$ cat src/rtl/cpu_program_loader_if.sv
// Bus bundle for cpu_program_loader: host stream, memory write ports, CPU
// start/done handshake and host status. master = loader side, slave = environment.
interface cpu_program_loader_if #(
   parameter int unsigned DATA_WIDTH = 10,
   parameter int unsigned ADDR_WIDTH = 3
) ();
   logic                  load_req;
   logic                  in_valid;
   logic [7:0]            in_data;
   logic                  in_ready;
   logic                  instr_wr_en;
   logic [ADDR_WIDTH-1:0] instr_wr_addr;
   logic [DATA_WIDTH-1:0] instr_wr_data;
   logic                  data_wr_en;
   logic [ADDR_WIDTH-1:0] data_wr_addr;
   logic [7:0]            data_wr_data;
   logic                  cpu_start;
   logic                  cpu_done;
   logic                  busy;
   logic                  load_done;
   logic                  error;

   modport master (
      input  load_req, in_valid, in_data, cpu_done,
      output in_ready, instr_wr_en, instr_wr_addr, instr_wr_data,
             data_wr_en, data_wr_addr, data_wr_data,
             cpu_start, busy, load_done, error
   );

   modport slave (
      output load_req, in_valid, in_data, cpu_done,
      input  in_ready, instr_wr_en, instr_wr_addr, instr_wr_data,
             data_wr_en, data_wr_addr, data_wr_data,
             cpu_start, busy, load_done, error
   );
endinterface

$ cat src/rtl/cpu_program_loader.sv
// Boot sequencer: takes a header + instruction/data byte stream, writes the
// instruction and data memories, pulses cpu_start and waits for cpu_done.
// Optional trailing XOR checksum byte is enabled by defining LOADER_CHECKSUM_EN.
module cpu_program_loader #(
   parameter int unsigned DATA_WIDTH = 10,
   parameter int unsigned MEM_DEPTH  = 8,
   parameter int unsigned ADDR_WIDTH = 3
) (
   input  logic                 clk,
   input  logic                 rstn,
   cpu_program_loader_if.master bus
);

   localparam int unsigned CW = ADDR_WIDTH + 1;

   typedef enum logic [3:0] {
      S_IDLE, S_HDR, S_INS_LO, S_INS_HI, S_DATA, S_CSUM, S_START, S_RUN, S_ERROR
   } state_t;

`ifdef LOADER_CHECKSUM_EN
   localparam state_t S_PAYLOAD_END = S_CSUM;
`else
   localparam state_t S_PAYLOAD_END = S_START;
`endif

   state_t                state_q, state_d;
   logic [CW-1:0]         cnt_q, cnt_d;
   logic [3:0]            n_i_q, n_i_d;
   logic [3:0]            n_d_q, n_d_d;
   logic [7:0]            lo_q, lo_d;
`ifdef LOADER_CHECKSUM_EN
   logic [7:0]            csum_q, csum_d;
`endif

   logic                  in_ready_q, in_ready_d;
   logic                  instr_wr_en_q, instr_wr_en_d;
   logic [ADDR_WIDTH-1:0] instr_wr_addr_q, instr_wr_addr_d;
   logic [DATA_WIDTH-1:0] instr_wr_data_q, instr_wr_data_d;
   logic                  data_wr_en_q, data_wr_en_d;
   logic [ADDR_WIDTH-1:0] data_wr_addr_q, data_wr_addr_d;
   logic [7:0]            data_wr_data_q, data_wr_data_d;
   logic                  cpu_start_q, cpu_start_d;
   logic                  busy_q, busy_d;
   logic                  load_done_q, load_done_d;
   logic                  error_q, error_d;

   logic                  accept_c;
   logic                  last_ins_c;
   logic                  last_data_c;
   logic                  hdr_bad_c;

   // Byte handshake and end-of-section / header legality decodes
   always_comb begin
      accept_c    = bus.in_valid & in_ready_q;
      last_ins_c  = (32'(cnt_q) + 32'd1) == 32'(n_i_q);
      last_data_c = (32'(cnt_q) + 32'd1) == 32'(n_d_q);
      hdr_bad_c   = (bus.in_data[7:4] == 4'd0) ||
                    (32'(bus.in_data[7:4]) > MEM_DEPTH) ||
                    (32'(bus.in_data[3:0]) > MEM_DEPTH);
   end

   // Next-state and registered-output computation
   always_comb begin
      state_d         = state_q;
      cnt_d           = cnt_q;
      n_i_d           = n_i_q;
      n_d_d           = n_d_q;
      lo_d            = lo_q;
`ifdef LOADER_CHECKSUM_EN
      csum_d          = csum_q;
`endif
      instr_wr_en_d   = 1'b0;
      instr_wr_addr_d = instr_wr_addr_q;
      instr_wr_data_d = instr_wr_data_q;
      data_wr_en_d    = 1'b0;
      data_wr_addr_d  = data_wr_addr_q;
      data_wr_data_d  = data_wr_data_q;
      cpu_start_d     = 1'b0;
      load_done_d     = 1'b0;

      case (state_q)
         S_IDLE, S_ERROR: begin
            if (bus.load_req) state_d = S_HDR;
         end
         S_HDR: begin
            if (accept_c) begin
               n_i_d = bus.in_data[7:4];
               n_d_d = bus.in_data[3:0];
               cnt_d = '0;
`ifdef LOADER_CHECKSUM_EN
               csum_d = bus.in_data;
`endif
               state_d = hdr_bad_c ? S_ERROR : S_INS_LO;
            end
         end
         S_INS_LO: begin
            if (accept_c) begin
               lo_d = bus.in_data;
`ifdef LOADER_CHECKSUM_EN
               csum_d = csum_q ^ bus.in_data;
`endif
               state_d = S_INS_HI;
            end
         end
         S_INS_HI: begin
            if (accept_c) begin
               instr_wr_en_d   = 1'b1;
               instr_wr_addr_d = ADDR_WIDTH'(cnt_q);
               instr_wr_data_d = {bus.in_data[DATA_WIDTH-9:0], lo_q};
`ifdef LOADER_CHECKSUM_EN
               csum_d = csum_q ^ bus.in_data;
`endif
               if (last_ins_c) begin
                  cnt_d   = '0;
                  state_d = (n_d_q == 4'd0) ? S_PAYLOAD_END : S_DATA;
               end else begin
                  cnt_d   = cnt_q + CW'(1);
                  state_d = S_INS_LO;
               end
            end
         end
         S_DATA: begin
            if (accept_c) begin
               data_wr_en_d   = 1'b1;
               data_wr_addr_d = ADDR_WIDTH'(cnt_q);
               data_wr_data_d = bus.in_data;
`ifdef LOADER_CHECKSUM_EN
               csum_d = csum_q ^ bus.in_data;
`endif
               if (last_data_c) begin
                  state_d = S_PAYLOAD_END;
               end else begin
                  cnt_d = cnt_q + CW'(1);
               end
            end
         end
         S_CSUM: begin
`ifdef LOADER_CHECKSUM_EN
            if (accept_c) state_d = (bus.in_data == csum_q) ? S_START : S_ERROR;
`else
            state_d = S_IDLE;
`endif
         end
         S_START: begin
            cpu_start_d = 1'b1;
            state_d     = S_RUN;
         end
         S_RUN: begin
            if (bus.cpu_done) begin
               load_done_d = 1'b1;
               state_d     = S_IDLE;
            end
         end
         default: state_d = S_IDLE;
      endcase

      in_ready_d = (state_d == S_HDR) || (state_d == S_INS_LO) || (state_d == S_INS_HI) ||
                   (state_d == S_DATA) || (state_d == S_CSUM);
      busy_d     = (state_d != S_IDLE) && (state_d != S_ERROR);
      error_d    = (state_d == S_ERROR);
   end

   // State, counters and output registers
   always_ff @(posedge clk or negedge rstn) begin
      if (!rstn) begin
         state_q         <= S_IDLE;
         cnt_q           <= '0;
         n_i_q           <= '0;
         n_d_q           <= '0;
         lo_q            <= '0;
`ifdef LOADER_CHECKSUM_EN
         csum_q          <= '0;
`endif
         in_ready_q      <= 1'b0;
         instr_wr_en_q   <= 1'b0;
         instr_wr_addr_q <= '0;
         instr_wr_data_q <= '0;
         data_wr_en_q    <= 1'b0;
         data_wr_addr_q  <= '0;
         data_wr_data_q  <= '0;
         cpu_start_q     <= 1'b0;
         busy_q          <= 1'b0;
         load_done_q     <= 1'b0;
         error_q         <= 1'b0;
      end else begin
         state_q         <= state_d;
         cnt_q           <= cnt_d;
         n_i_q           <= n_i_d;
         n_d_q           <= n_d_d;
         lo_q            <= lo_d;
`ifdef LOADER_CHECKSUM_EN
         csum_q          <= csum_d;
`endif
         in_ready_q      <= in_ready_d;
         instr_wr_en_q   <= instr_wr_en_d;
         instr_wr_addr_q <= instr_wr_addr_d;
         instr_wr_data_q <= instr_wr_data_d;
         data_wr_en_q    <= data_wr_en_d;
         data_wr_addr_q  <= data_wr_addr_d;
         data_wr_data_q  <= data_wr_data_d;
         cpu_start_q     <= cpu_start_d;
         busy_q          <= busy_d;
         load_done_q     <= load_done_d;
         error_q         <= error_d;
      end
   end

   assign bus.in_ready      = in_ready_q;
   assign bus.instr_wr_en   = instr_wr_en_q;
   assign bus.instr_wr_addr = instr_wr_addr_q;
   assign bus.instr_wr_data = instr_wr_data_q;
   assign bus.data_wr_en    = data_wr_en_q;
   assign bus.data_wr_addr  = data_wr_addr_q;
   assign bus.data_wr_data  = data_wr_data_q;
   assign bus.cpu_start     = cpu_start_q;
   assign bus.busy          = busy_q;
   assign bus.load_done     = load_done_q;
   assign bus.error         = error_q;

endmodule

$ cat src/flat_wrapper.sv
// flat-port wrapper written by rule: the top's interface ports become plain ports
module cpu_program_loader_flat 
#(
   parameter int unsigned DATA_WIDTH = 10,
   parameter int unsigned MEM_DEPTH  = 8,
   parameter int unsigned ADDR_WIDTH = 3
)
  (clk, rstn, bus_load_req, bus_in_valid, bus_in_data, bus_cpu_done, bus_in_ready, bus_instr_wr_en, bus_instr_wr_addr, bus_instr_wr_data, bus_data_wr_en, bus_data_wr_addr, bus_data_wr_data, bus_cpu_start, bus_busy, bus_load_done, bus_error);
  cpu_program_loader_if #(.DATA_WIDTH(DATA_WIDTH), .ADDR_WIDTH(ADDR_WIDTH)) bus_i ();
  input  logic clk;
  input  logic rstn;
  input wire logic [$bits(bus_i.load_req)-1:0] bus_load_req;
  input wire logic [$bits(bus_i.in_valid)-1:0] bus_in_valid;
  input wire logic [$bits(bus_i.in_data)-1:0] bus_in_data;
  input wire logic [$bits(bus_i.cpu_done)-1:0] bus_cpu_done;
  output wire logic [$bits(bus_i.in_ready)-1:0] bus_in_ready;
  output wire logic [$bits(bus_i.instr_wr_en)-1:0] bus_instr_wr_en;
  output wire logic [$bits(bus_i.instr_wr_addr)-1:0] bus_instr_wr_addr;
  output wire logic [$bits(bus_i.instr_wr_data)-1:0] bus_instr_wr_data;
  output wire logic [$bits(bus_i.data_wr_en)-1:0] bus_data_wr_en;
  output wire logic [$bits(bus_i.data_wr_addr)-1:0] bus_data_wr_addr;
  output wire logic [$bits(bus_i.data_wr_data)-1:0] bus_data_wr_data;
  output wire logic [$bits(bus_i.cpu_start)-1:0] bus_cpu_start;
  output wire logic [$bits(bus_i.busy)-1:0] bus_busy;
  output wire logic [$bits(bus_i.load_done)-1:0] bus_load_done;
  output wire logic [$bits(bus_i.error)-1:0] bus_error;
  assign bus_i.load_req = bus_load_req;
  assign bus_i.in_valid = bus_in_valid;
  assign bus_i.in_data = bus_in_data;
  assign bus_i.cpu_done = bus_cpu_done;
  assign bus_in_ready = bus_i.in_ready;
  assign bus_instr_wr_en = bus_i.instr_wr_en;
  assign bus_instr_wr_addr = bus_i.instr_wr_addr;
  assign bus_instr_wr_data = bus_i.instr_wr_data;
  assign bus_data_wr_en = bus_i.data_wr_en;
  assign bus_data_wr_addr = bus_i.data_wr_addr;
  assign bus_data_wr_data = bus_i.data_wr_data;
  assign bus_cpu_start = bus_i.cpu_start;
  assign bus_busy = bus_i.busy;
  assign bus_load_done = bus_i.load_done;
  assign bus_error = bus_i.error;
  cpu_program_loader #(.DATA_WIDTH(DATA_WIDTH), .MEM_DEPTH(MEM_DEPTH), .ADDR_WIDTH(ADDR_WIDTH)) u_core (.clk(clk), .rstn(rstn), .bus(bus_i));
endmodule
$ cat config.mk
export PLATFORM = sky130hd
export DESIGN_NAME = cpu_program_loader_flat
export DESIGN_NICKNAME = d
export VERILOG_FILES = /design/src/rtl/cpu_program_loader_if.sv /design/src/rtl/cpu_program_loader.sv /design/src/flat_wrapper.sv
export SDC_FILE = /design/constraint.sdc
export NUM_CORES = 1
export LEC_CHECK = 0
export ABC_AREA = 1
export CAP_MARGIN = 20
export CORE_MARGIN = 3
export CORE_UTILIZATION = 40
export DETAILED_ROUTE_END_ITERATION = 8
export HOLD_SLACK_MARGIN = 0.08
export PLACE_DENSITY_LB_ADDON = 0.1
export SETUP_SLACK_MARGIN = 0.5
export SLEW_MARGIN = 20
export SYNTH_ARGS = -nofsm -noshare
export SYNTH_HDL_FRONTEND = slang
export SYNTH_SLANG_ARGS = --single-unit
$ cat constraint.sdc
create_clock -name clk -period 2.6 [get_ports clk]
set_input_delay 0.52 -clock clk [delete_from_list [all_inputs] [get_ports clk]]
set_output_delay 0.52 -clock clk [all_outputs]
set_load 0.01 [all_outputs]
==> flow_metrics.py, run 1 <==
metrics = {
    "synthesis": {
        "syn_nets": 314,
        "synth_area_mm2": 0.00242,
        "synth_cell_types": 21,
        "synth_edf_count": 0,
        "syn_area_per_cell_um2": 8.07,
        "synthTopCellsByArea": "dfrtp_1 (57%), nand2_1 (17%), o21ai_0 (7.4%)",
        "synthArstFlopShare_pct": 100,
        "yosysTopAreaCell": "dfrtp_1",
        "yosysSeqAreaShare_pct": 56.8,
        "synth_top_area_share_pct": 56.8,
        "ys_ff_latch": 55,
        "synth_cells": 300,
        "synth_ff_type": "dfrtp_1",
        "yosysMostFrequentCell": "nand2_1",
        "ys_warn_count": 0,
        "netlist_top_cells_count": "nand2_1 (110), dfrtp_1 (55), inv_1 (40), o21ai_0 (36), nor2_1 (18)",
    },
    "finish": {
        "diodes": 0,
        "nets": 361,
        "drive_gt1_share_pct": 6.03,
        "area_delta_synth_final_pct": 26.1,
        "fin_util_pct": 53.8,
    },
    "job": {
        "drv_cap": 0,
    },
    "timing": {
        "slew_viol_final": 0,
        "slew_headroom_pct": 55.1,
        "period_share_pct": 71.5,
        "rsz0062_at_grt": "false",
        "setup_viol": 0,
        "fmax_ghz": 0.538,
        "final_hold_viol_count": 0,
        "worst_pin_slew_ns": 0.674,
        "setup_tns_ns": 0,
        "period_needed_ns": 1.86,
        "fin_skew_ns": 0.00644,
    },
    "worst_setup_path": {
        "crit_type": "reg -> reg",
        "critPathLaunch": "u_core.cnt_q[0]$_DFFE_PN0P_",
        "cp.arrival_ns": 2.07,
        "start_kind": "flop",
        "critical_path.max_fanout": 9,
        "crit_path_end_kind": "flop",
        "cp.required_ns": 2.81,
        "rr_startpoint": "u_core.cnt_q[0]$_DFFE_PN0P_",
    },
    "routing": {
        "vias": 1994,
        "dr.pass1.iters": 4,
        "detail-route-antenna-nets": 0,
        "drt_iter0_markers": 130,
        "wirelength_um": 5240,
        "wl_per_cell_um": 12.5,
        "drc_errors": 0,
        "vias_per_cell": 4.75,
    },
    "global_route": {
        "grt_max_degree": 56,
        "grt_pass1_wl_um": 9070,
        "overflow": 0,
        "antenna_found_initial": 0,
        "grt_usage_pct": 16.0,
        "first_global_vias": 1942,
    },
    "die": {
        "die_h_um": 83.8,
        "die_w_um": 83.8,
        "pin_count": 44,
        "die_area_mm2": 0.00702,
        "rows": 27,
        "coreArea_mm2": 0.00568,
        "initial_utilization_pct": 42.7,
    },
    "pwr": {
        "switchingPower_w": 0.00102,
        "power_frac_clock_pct": 20.3,
        "p_int_w": 0.00192,
        "p_leak_nw": 1.55,
        "power_w": 0.00294,
        "powerDensity_mw_per_mm2": 964,
        "combPwrFrac_pct": 34.8,
        "p_seq_share_pct": 44.9,
        "p_sw_share_pct": 34.7,
        "vdd_drop_max_mv": 0.487,
    },
    "clocking": {
        "cts_buffers": 5,
        "cts_max_level": 2,
        "clk_path_buf_depth": 2,
        "path_clk_slew_ns": 0.11,
        "clk_latency_ns": 0.31,
        "clockRootBuffer": "clkbuf_8",
        "cts_tree": "yes",
        "postCtsHoldBufs": 0,
        "cts.sinks": 55,
    },
    "min_path": {
        "hold_class": "in -> async",
    },
    "place": {
        "gp_congestion": 0.820,
        "io_buffers": 43,
        "place_hpwl_um": 3820,
    },
    "run_status": {
        "status": "complete, no violations",
    },
}
==> power groups by stage <==
stage	sequential, W	combinational, W	clock [W]
floorplan	0.00136	0.000535	0
global placement	0.00133	0.00102	0
detailed placement	0.00134	0.00103	0
CTS	0.00132	0.00104	0.000616
global route	0.00136	0.00118	0.000648
finish	0.00132	0.00102	0.000598
==> cells in the final DEF (no fill, tap or decap) <==
master           count
o21ai_0             36
nor2_1              18
inv_2                1
nand2_2              4
bufinv_16            1
a21oi_1              3
nor2_2               2
nand4_1              4
clkbuf_8             5
dfrtp_2              1
dfrtp_1             54
inv_1               40
buf_2                1
inv_8                1
buf_4                3
a32oi_1              1
nand2_1            110
clkinv_1             1
nand2_4              1
nor3_1               1
clkdlybuf4s50_1     42
nand3_1             14
nor4_1               1
xnor2_1              1
ha_1                 1
inv_6                1
==> final timing paths <==
path	endpoint	slack [ns]	cells past startpoint
worst min-delay path	u_core.bus.instr_wr_data[0]$_DFFE_PN0P_	0.31	2
worst max register to register	u_core.bus.in_ready$_DFF_PN0_	0.74	9
worst max-delay path	u_core.bus.in_ready$_DFF_PN0_	0.74	9
max in group asynchronous	u_core.cnt_q[0]$_DFFE_PN0P_	1.80	2
worst min register to register	u_core.bus.instr_wr_data[2]$_DFFE_PN0P_	0.48	2
min in group clk	u_core.bus.instr_wr_data[2]$_DFFE_PN0P_	0.48	2
==> routing by layer <==
metal | track usage, % | up-vias | part of all wire [%]
li1 | - | 1020 | -
met1 | 20.4 | 907 | 46
met2 | 26.3 | 58 | 47
met3 | 4.64 | 9 | 5.2
met4 | 5.26 | 0 | 1.5
met5 | 0 | - | 0
==> sequential cells by signal, indices dropped and copies added (netlist names), 3 cells and up <==
name                      count
u_core.bus.data_wr_addr       3
u_core.bus.instr_wr_addr      3
u_core.n_i_q                  4
u_core.n_d_q                  4
u_core.bus.instr_wr_data     10
u_core.state_q                4
u_core.cnt_q                  4
u_core.bus.data_wr_data       8
u_core.lo_q                   8
==> critical path, stage by stage, from the launching register on <==
cell and delay, ns:
dfrtp_2 0.48, ha_1 0.36, xnor2_1 0.16, nand3_1 0.10, nor2_2 0.14, nand4_1 0.10
nand2_1 0.13, nand3_1 0.09, nor2_1 0.14, nor2_1 0.06
==> logic make-up (layout without fill, tap and decap cells) <==
logic type	count (synthesis)	in the layout	share of synthesized area, %
adders and majority gates	1	1	0.517
buffers and inverters	48	96	7.60
AOI/OAI and AO/OA	40	40	8.42
xor gates and xnor gates	1	1	0.362
DFF	55	55	56.8
and+or+nand+nor	155	155	26.3
==> metrics by stage <==
step | hold slack (ns) | instances | instance area [µm²] | worst slack (ns)
2_1_floorplan | 0.224 | 300 | 2420 | 1.01
3_3_place_gp | 0.451 | 412 | 2930 | 0.490
3_5_place_dp | 0.461 | 412 | 2930 | 0.459
4_1_cts | 0.343 | 420 | 3050 | 0.725
5_1_grt | 0.360 | 420 | 3050 | 0.535
6_report | 0.306 | 420 | 3050 | 0.742
==> layout make-up <==
cell class                 count  area [µm²]
clock buffer                   5        68.8
clock inverter                 3        50.0
fill                         558        2620
inverter                      42         158
multi-input combinational    197         861
sequential                    55        1380
tap                           72        90.1
timing repair buffer          46         448
==> timing repair <==
action                                  CTS  global route
gates resized for setup                   0             1
endpoints found under the setup margin    0             2
hold endpoints to repair                  0             0
setup buffers                             0             0
No activity file was read; power rests on OpenSTA's default activity.
==> inputs of run 2 (changes only) <==
==> constraint.sdc (replaced) <==
create_clock -name clk -period 1.8 [get_ports clk]
set_input_delay 0.36 -clock clk [delete_from_list [all_inputs] [get_ports clk]]
set_output_delay 0.36 -clock clk [all_outputs]
set_load 0.01 [all_outputs]
==> run 2 against run 1 <==
Compared with the run above:
- cell count rose by 9.5%
- register-to-register slack got worse by 0.67 ns
- global-route usage rose by 2.4 points
- final area rose by 23%
- hold slack improved by 0.19 ns
- clock skew rose by 0.0025 ns
- critical endpoint unchanged
- sequential power rose by 53%
- combinational power rose by 130%
- power rose by 72%
- largest cell class unchanged
- clock-buffer cell count rose by 1
- setup slack got worse by 0.67 ns
==> flow_metrics.py, run 2 (same netlist as run 1, synthesis figures left out) <==
metrics = {
    "run_status": {
        "status": "complete, no violations",
    },
    "clocking": {
        "cts_max_level": 2,
        "cts_tree": "yes",
        "cts_buffers": 5,
        "clk_path_buf_depth": 2,
        "clk_latency_ns": 0.31,
        "cts.sinks": 55,
        "path_clk_slew_ns": 0.10,
        "clockRootBuffer": "clkbuf_8",
    },
    "worst_setup_path": {
        "slowest_stage": "dfrtp_1",
        "crit_path_end_kind": "flop",
        "slowest_delay_ns": 0.43,
        "crit_path_cell_trace": "ha_4 > xnor2_2 > nand3_1 > nor2_2 > nand4_1 > nand2_2 > nand3_1 > nor2_1 > nor2_1",
        "start_kind": "flop",
        "rr_startpoint": "u_core.cnt_q[0]$_DFFE_PN0P_",
        "crit_type": "reg -> reg",
        "cp.required_ns": 2.01,
        "cp.arrival_ns": 1.94,
        "critical_path.max_fanout": 3,
        "critPathLaunch": "u_core.cnt_q[0]$_DFFE_PN0P_",
    },
    "place": {
        "place_hpwl_um": 3900,
        "io_buffers": 43,
        "place_area_mm2": 0.00304,
        "gp_congestion": 0.861,
    },
    "routing": {
        "wl_per_cell_um": 13.9,
        "drt_iter0_markers": 153,
        "wirelength_um": 6400,
        "drc_errors": 0,
        "detail-route-antenna-nets": 0,
        "vias": 2205,
        "vias_per_cell": 4.79,
        "dr.pass1.iters": 4,
    },
    "timing": {
        "slew_headroom_pct": 80.4,
        "worst_pin_slew_ns": 0.294,
        "period_share_pct": 96.0,
        "period_needed_ns": 1.73,
        "setup_tns_ns": 0,
        "rsz0062_at_grt": "true",
        "setup_viol": 0,
        "fin_skew_ns": 0.00890,
        "final_hold_viol_count": 0,
        "fmax_ghz": 0.579,
        "slew_viol_final": 0,
    },
    "finish": {
        "largest_reg_flops": 10,
        "final_common_cell": "nand2_1",
        "nets": 401,
        "area_delta_synth_final_pct": 54.9,
        "diodes": 0,
        "final_cell_mix": "nand2_1 (59), dfrtp_1 (53), nand2_2 (34)",
        "drive_gt1_share_pct": 45.9,
        "design_area_mm2": 0.00375,
    },
    "min_path": {
        "worstHoldStart": "u_core.bus.data_wr_data[4]$_DFFE_PN0P_",
        "hold_class": "reg -> reg",
    },
    "global_route": {
        "use_met3_pct": 3.65,
        "grt_pass1_wl_um": 10500,
        "overflow": 0,
        "first_global_vias": 2198,
        "busiest_layer": "met2",
        "grt_max_degree": 56,
        "use_met2_pct": 32.0,
        "met1_usage_pct": 23.6,
        "grt_usage_pct": 18.4,
        "antenna_found_initial": 0,
    },
    "pwr": {
        "power_w": 0.00507,
        "powerDensity_mw_per_mm2": 1350,
        "p_leak_nw": 1.94,
        "vdd_drop_max_mv": 0.801,
    },
    "die": {
        "die_h_um": 83.8,
        "die_area_mm2": 0.00702,
        "coreArea_mm2": 0.00568,
        "die_w_um": 83.8,
        "rows": 27,
        "pin_count": 44,
        "initial_utilization_pct": 42.7,
    },
    "job": {
        "drv_cap": 0,
    },
}
==> run 2: area by class of cell <==
class	instances	area, µm²
clock buffer	6	72.6
fill	455	1930
multi-input combinational	197	1250
timing repair inverter	1	16.3
timing repair buffer	85	724
sequential	55	1380
inverter	42	195
tap	72	90.1
clock inverter	2	17.5
==> run 2: report_power, final <==
part / total (W) / leakage (nW) / internal (W) / switching, W
Sequential: 0.00202 / 0.728 / 0.00164 / 0.000377
Combinational: 0.00235 / 1.17 / 0.00116 / 0.00119
Clock: 0.000697 / 0.0454 / 0.000281 / 0.000416
Total: 0.00507 / 1.94 / 0.00308 / 0.00199
==> run 2: critical path: cells and delay by family, from the launching register on <==
kind          cells  cell delay (ns)
fa+ha+maj         1             0.31
flops             1             0.43
xor+xnor          1             0.10
simple gates      7             0.78
==> run 2: stage by stage <==
step / utilization [%] / std cells / worst slack, ns / hold slack [ns]
5_1_grt: 66.1 / 460 / -0.0537 / 0.510
3_5_place_dp: 53.5 / 421 / -0.0751 / 0.385
4_1_cts: 59.1 / 446 / 0.142 / 0.492
3_3_place_gp: 53.5 / 421 / -0.0406 / 0.384
6_report: 66.1 / 460 / 0.0726 / 0.496
2_1_floorplan: - / 300 / 0.265 / 0.0644
==> run 2: routing by layer <==
metal / share of wire [%] / wire length [µm] / vias to the layer above
met5: 0 / 0 / -
met2: 50 / 3230 / 37
met1: 45 / 2910 / 1047
met4: 1.1 / 70 / 0
met3: 3.0 / 194 / 7
li1: - / - / 1114
==> run 2: worst paths after layout <==
check	endpoint	cells past startpoint	slack [ns]
worst max-delay path	u_core.bus.in_ready$_DFF_PN0_	9	0.07
worst min-delay path	u_core.bus.data_wr_data[4]$_DFFE_PN0P_	2	0.50
worst max register to register	u_core.bus.in_ready$_DFF_PN0_	9	0.07
worst min register to register	u_core.bus.data_wr_data[4]$_DFFE_PN0P_	2	0.50
max in group asynchronous	u_core.state_q[1]$_DFF_PN0_	3	0.97
min in group asynchronous	u_core.bus.instr_wr_data[1]$_DFFE_PN0P_	3	0.56
==> run 2: timing repair <==
| action | CTS | global route |
|---|---|---|
| pin swaps | 11 | 31 |
| gates cloned | 3 | 1 |
| endpoints found under the setup margin | 83 | 68 |
| gates resized for setup | 151 | 142 |
| endpoints found under the hold margin | 55 | 0 |
| hold buffers | 1 | 0 |
| buffers inserted | 13 | 13 |
